--- src/rtl/ctrl_time_rec_7.sv ---
// Schedule recorder: captures each change of x as a (time, value) pair
// in entries 1..7. Each stored time is counter+1, which is the time the player replays at.
module ctrl_time_rec_7 #(
   parameter int DW = 64,
   parameter int NE = 7
) (
   input  logic          clk,
   input  logic          sta,
   input  logic [11:0]   counter,
   input  logic [DW-1:0] x,
   input  logic          en,
   input  logic          fin,
   output logic [11:0]   time_1,
   output logic [11:0]   time_2,
   output logic [11:0]   time_3,
   output logic [11:0]   time_4,
   output logic [11:0]   time_5,
   output logic [11:0]   time_6,
   output logic [11:0]   time_7,
   output logic [DW-1:0] value_1,
   output logic [DW-1:0] value_2,
   output logic [DW-1:0] value_3,
   output logic [DW-1:0] value_4,
   output logic [DW-1:0] value_5,
   output logic [DW-1:0] value_6,
   output logic [DW-1:0] value_7,
   output logic [2:0]    cnt,
   output logic          rdy,
   output logic          ovf
);

   // state   | meaning
   // ST_REC  | watching x, storing changes into the next free entry
   // ST_DONE | table closed; all inputs ignored until reset
   typedef enum logic {ST_REC, ST_DONE} state_t;

   localparam logic [2:0]  CNT_MAX = 3'(NE);
   localparam logic [11:0] CTR_TOP = 12'hFFF;

   state_t        state_q, state_d;
   logic [DW-1:0] last_q, last_d;
   logic [11:0]   time_q  [NE];
   logic [11:0]   time_d  [NE];
   logic [DW-1:0] value_q [NE];
   logic [DW-1:0] value_d [NE];
   logic [2:0]    cnt_q, cnt_d;
   logic          ovf_q, ovf_d;
   logic          rdy_q, rdy_d;
   logic          chg;
   logic          room;

   always_comb begin
      state_d = state_q;
      last_d  = last_q;
      time_d  = time_q;
      value_d = value_q;
      cnt_d   = cnt_q;
      ovf_d   = ovf_q;

      chg  = (state_q == ST_REC) && en && (x != last_q);
      // A stored time of 0 would never fire in the player, so counter 4095 cannot be recorded
      room = (cnt_q < CNT_MAX) && (counter != CTR_TOP);

      if (chg) begin
         last_d = x;
         if (room) begin
            for (int k = 0; k < NE; k++) begin
               if (cnt_q == 3'(k)) begin
                  time_d[k]  = counter + 12'd1;
                  value_d[k] = x;
               end
            end
            cnt_d = cnt_q + 3'd1;
         end else begin
            ovf_d = 1'b1;
         end
      end

      if ((state_q == ST_REC) && fin) begin
         state_d = ST_DONE;
      end
      rdy_d = (state_d == ST_DONE);
   end

   always_ff @(posedge clk) begin
      if (!sta) begin
         state_q <= ST_REC;
         last_q  <= '0;
         for (int k = 0; k < NE; k++) begin
            time_q[k]  <= '0;
            value_q[k] <= '0;
         end
         cnt_q <= '0;
         ovf_q <= 1'b0;
         rdy_q <= 1'b0;
      end else begin
         state_q <= state_d;
         last_q  <= last_d;
         time_q  <= time_d;
         value_q <= value_d;
         cnt_q   <= cnt_d;
         ovf_q   <= ovf_d;
         rdy_q   <= rdy_d;
      end
   end

   assign time_1  = time_q[0];
   assign time_2  = time_q[1];
   assign time_3  = time_q[2];
   assign time_4  = time_q[3];
   assign time_5  = time_q[4];
   assign time_6  = time_q[5];
   assign time_7  = time_q[6];
   assign value_1 = value_q[0];
   assign value_2 = value_q[1];
   assign value_3 = value_q[2];
   assign value_4 = value_q[3];
   assign value_5 = value_q[4];
   assign value_6 = value_q[5];
   assign value_7 = value_q[6];
   assign cnt     = cnt_q;
   assign rdy     = rdy_q;
   assign ovf     = ovf_q;

endmodule

--- config.mk ---
export PLATFORM = sky130hd
export DESIGN_NAME = ctrl_time_rec_7
export DESIGN_NICKNAME = d
export VERILOG_FILES = /design/src/rtl/ctrl_time_rec_7.sv
export SDC_FILE = /design/constraint.sdc
export NUM_CORES = 1
export LEC_CHECK = 0
export ABC_AREA = 1
export CAP_MARGIN = 10
export CORE_MARGIN = 2
export CORE_UTILIZATION = 31
export DETAILED_ROUTE_END_ITERATION = 10
export HOLD_SLACK_MARGIN = 0.05
export MAX_ROUTING_LAYER = met4
export PLACE_DENSITY = 0.64
export SYNTH_ARGS = -nofsm -noshare
export SYNTH_HDL_FRONTEND = slang
export SYNTH_SLANG_ARGS = --single-unit
--- constraint.sdc ---
create_clock -name clk -period 3.2 [get_ports clk]
set_input_delay 0.32 -clock clk [delete_from_list [all_inputs] [get_ports clk]]
set_output_delay 0.32 -clock clk [all_outputs]
set_load 0.02 [all_outputs]
; Word level (Yosys, flattened, before mapping)
; Cells that the tools add are included.
[classes]
mux = 0
multipliers = 0
add_sub_neg = 2
reduce_logical = 14
order_cmp = 1
n_eq_ne = 8
shifts = 0
div = 0
n_bitwise = 2
[ops]
columns = operator, count
row1 = 64-bit != test, 1
row2 = 3-bit AND reduction, 7
row3 = "12-bit by 1-bit adder with 12-bit output, second input constant", 1
row4 = "12-bit != test, second input constant", 1
row5 = "3-bit equality test, second input constant", 3
row6 = "3-bit by 2-bit equality test with 1-bit output, second input constant", 2
row7 = 1-bit logical AND, 4
row8 = 2-bit AND reduction, 2
row9 = "3-bit by 1-bit adder with 3-bit output, second input constant", 1
row10 = "3-bit by 1-bit equality test with 1-bit output, second input constant", 1
row11 = 3-bit zero test, 1
row12 = "3-bit < comparator, second input constant", 1
row13 = 1-bit NOT, 2
[word_totals]
memories = 0
latch_bits = 0
ram_bits = 0
wordCells = 45
mem_bits_ro = 0
regBits = 601
out_inout_bits = 537

; Longest topological paths before layout
[logic_depth]
depth_word = 4
ltp_mapped = 16
depth_no_buf = 13

; Least setup slack after synthesis
; No wires, ideal clock.
[synth_timing]
path_type = input to register
start = input counter[0]
end = register time_q, in the netlist time_1[3]
n_path_buf = 2
arrival_ns = 1.818
required_time_ns = 3.087
path_stages = 13
path_slack_ns = 1.268
path_cell_list = ha_1 nand3_1 nor2_1 nand2_1 nor2_2 nand2_1 o21ai_2 inv_2 nand4_4 buf_6 buf_4 nor2_1 nor2_1
[synth_via]
elab_chain_cells = 3
[synth_lines]
columns = element, line
row1 = "start, declared", 9  ; input logic [11:0] counter,
row2 = branches (longest 3 deep; another with 12-bit by 1-bit adder with 12-bit output), n/a
row3 = "end signal, assigned", 99  ; time_q <= time_d;
row4 = "end, declared", 42  ; logic [11:0] time_q [NE];
; Several ways; the timed one is not identified.
; A chain may end at the register's enable or synchronous reset.

; Worst setup path in the final report
[layout_timing]
start = register last_q[8]
end = register last_q[29]
[layout_via]
elab_chain_cells = 2
[layout_lines]
columns = element, line
row1 = "start, declared", 41  ; logic [DW-1:0] last_q, last_d;
row2 = "start signal, assigned", 98  ; last_q <= last_d;
row3 = 64-bit != test, 60  ; chg = (state_q == ST_REC) && en && (x != last_q);
row4 = 1-bit logical AND, 60
; No other way between the ends.

==> results.cfg <==
[power]
p_int_uw = 13300
total_power_uw = 18000
p_sw_share_pct = 26.4
seqPwrFrac_pct = 43.9
switching_power_uw = 4770
pwr_density_cell_nw_per_um2 = 497
ir_drop_v = 0.000337
comb_power_share_pct = 12.3
p_leak_uw = 0.0183
clkPwrFrac_pct = 43.7

[worst_setup_path]
r2r_end = last_q[29]
crit_path_max_fanout = 61
r2r_slack_ns = 0.63
slowest_stage = nor2_1
critPathArrivalTime_ns = 3.09
max_stage_delay_ns = 0.34
crit_type = reg2reg
r2r_cells = 14
worstPathCellList = inv_1 -> nand2_1 -> nand2_1 -> nor2_1 -> nand2_1 -> nor2_1 -> nand2_1 -> nor2_4 -> nand2_8 -> buf_4 -> nand2_4 -> buf_12 -> o21ai_0 -> a21oi_1
timing.rr.start = last_q[8]
crit_top_cell = nand2_1
worst_setup_path_end_kind = flip-flop
crit_buf_inv = 3
crit_family = simple AND/OR/NAND/NOR gates
crit_required_ns = 3.73
cp-start-kind = flip-flop

[worst_hold_path]
hold_class = in2reg
min_to = value_6[4]
min-delay-start = sta
min_path_cells = 3

[grt]
grt_usage_pct = 19.7
grt_antenna_before_repair = 14
grt_pass1_vias = 22300
grt_pass1_wl_um = 129000
grt.overflow.total = 0
grt_max_degree = 149

[outcome]
status = finished, final reports clean

[place]
hpwl_um = 61100
io_buffers = 616
pre_cts_ws_ns = -0.0508
post_dp_cell_area_um2 = 34000
place.gp.congestion = 0.841

[synth]
synth_edf_count = 0
async_reset_ff_share_pct = 0
synth_top_cells_by_count = 1266 x nand2_1, 1104 x nor2_1, 614 x inv_1
synth_ff_type = dfxtp_1
yosysTopAreaCellShare_pct = 46.1
yosysUniqueCellTypes = 25
synthesis.instances = 4083
yosysWarnings = 0
synth_area_um2 = 26100
synth_seq_cells = 601
seq_area_frac_synth_pct = 46.1
syn_area_per_cell_um2 = 6.39
synth_area_leader_cell = dfxtp_1
syn_nets = 4169
ys_top_cells_by_area = dfxtp_1 46%, nand2_1 18%, nor2_1 16%, inv_1 8.8%, buf_4 2.1%
synthMostInstantiatedCell = nand2_1

[layout]
fillers = 8467
fin_area_um2 = 36200
drive_above_1_share_pct = 7.57
area_growth_pct = 38.9
final_util_pct = 43.4
nNetsFinal = 4782

[die]
die_height_um = 294
die_w_um = 294
num_rows = 106
start_util_pct = 31.2
die_area_um2 = 86500
coreArea_um2 = 83600
num_io_pins = 617

[clock_network]
cts_hold_buffers = 0
cts_max_level = 3
cts.sinks = 601
cts.clk_slew.worst_paths_ns = 0.06
post_cts_resized = 0
cts_root_buf = clkbuf_16
post-cts-setup-buffer-count = 0
clock_path_buffers = 3
insertion_delay_ns = 0.60
cts_tree = built
cts-buffers-inserted = 70

[route]
routedWlPerCell_um = 14.7
top_layer = met4
detail-route-antenna-nets = 0
vias = 24300
drc = 0
drt_iter0_drc = 1394
wl_met1_um = 37200
drt_wl_total_um = 85500
met3WireLength_um = 5860
first_pass_iters = 7
vias_per_cell = 4.17
wl_met2_um = 39900

[sta]
drv_slew = 0
fin_skew_ns = 0.0228
hold_viol_final = 0
hold_ws_ns = 0.123
rsz0062_at_grt = false
min_period_over_period_pct = 80.2
tightest_slew_ns = 0.995
fmax_ghz = 0.390
finalSetupViolCount = 0
period_minus_slack_ns = 2.57
fin_ws_ns = 0.633
relSlewSlack_pct = 33.6

[flow_run]
drv_cap = 0
registers in the layout (all words and copies together), names as in the netlist, 3 cells and up:
register / flops
value_4: 64
cnt: 3
value_7: 64
time_6: 12
time_4: 12
value_5: 64
time_1: 12
time_2: 12
last_q: 64
value_3: 64
time_5: 12
value_6: 64
value_1: 64
time_7: 12
value_2: 64
time_3: 12
through the flow:
| stage | setup TNS [ns] | instances |
|---|---|---|
| floorplan | 0 | 4083 |
| global placement | 0 | 5704 |
| detailed placement | -0.104 | 5704 |
| CTS | 0 | 5823 |
| global route | 0 | 5835 |
| finish | 0 | 5835 |
logic make-up (layout without fill, tap and decap cells):
family,Yosys count,in the layout,share of synthesized area (%)
other,0,12,0
DFF,601,601,46.1
adders and majority gates,6,6,0.288
AOI/OAI and AO/OA,132,132,2.64
buffers and inverters,927,1587,15.1
and+or+nand+nor,2397,2397,35.2
xor gates and xnor gates,20,20,0.671
worst reg2reg max path: cells and delay by family, from the launching register on:
| kind | cells | cell delay (ns) |
|---|---|---|
| AND/OR/NAND/NOR | 9 | 1.30 |
| AO/OA/AOI/OAI | 2 | 0.37 |
| buffers and inverters | 3 | 0.52 |
| flip-flops | 1 | 0.32 |
layout by cell type, fill, tap and decap left out, types with 3 or more instances in the layout:
master	count
nand2_1	1265
nor2_1	1104
clkdlybuf4s50_1	615
inv_1	614
dfxtp_1	601
buf_4	150
clkbuf_16	70
a21oi_1	67
inv_2	55
o21ai_0	53
buf_12	33
xor2_1	19
nand3_1	14
clkbuf_8	14
clkbuf_1	13
diode_2	12
o21bai_1	9
clkinv_2	8
nand4_4	7
ha_1	6
clkinvlp_4	4
nor2_4	3
clkinv_8	3
inv_6	3
bufinv_16	3
layer usage:
| metal | GRT usage (%) | up-vias |
|---|---|---|
| li1 | - | 12900 |
| met5 | - | - |
| met1 | 23.7 | 10800 |
| met4 | 6.81 | 0 |
| met2 | 31.7 | 573 |
| met3 | 5.28 | 125 |
area by class of cell:
| class | instances | area (um2) | share of cell area (%) |
|---|---|---|---|
| Antenna cell | 12 | 30.0 | 0.0828 |
| Clock buffer | 97 | 1990 | 5.50 |
| Clock inverter | 22 | 244 | 0.673 |
| Inverter | 669 | 2510 | 6.93 |
| Multi-Input combinational cell | 2555 | 10100 | 27.9 |
| Sequential cell | 601 | 12000 | 33.2 |
| Tap cell | 1080 | 1350 | 3.73 |
| Timing Repair Buffer | 799 | 7960 | 22.0 |
worst max-delay path by stage:
| stage | start | to | cells past startpoint |
|---|---|---|---|
| 6_report | last_q[8] | last_q[29] | 14 |
| 5_1_grt | last_q[63] | last_q[29] | 14 |
| 4_1_cts | last_q[63] | last_q[29] | 14 |
| 3_5_place_dp | x[60] | last_q[29] | 15 |
| 3_3_place_gp | x[60] | last_q[34] | 15 |
| 2_1_floorplan | counter[0] | time_1[3] | 13 |
power groups by stage:
stage / Combinational [uW] / Clock [uW] / Sequential, uW
after floorplan: 990 / 0 / 8330
after global placement: 2210 / 0 / 8080
after detailed placement: 2230 / 0 / 8090
after CTS: 2240 / 8080 / 7930
after global routing: 2460 / 8380 / 7950
final: 2220 / 7890 / 7920
Note: power is estimated with default switching activity, not from simulation.
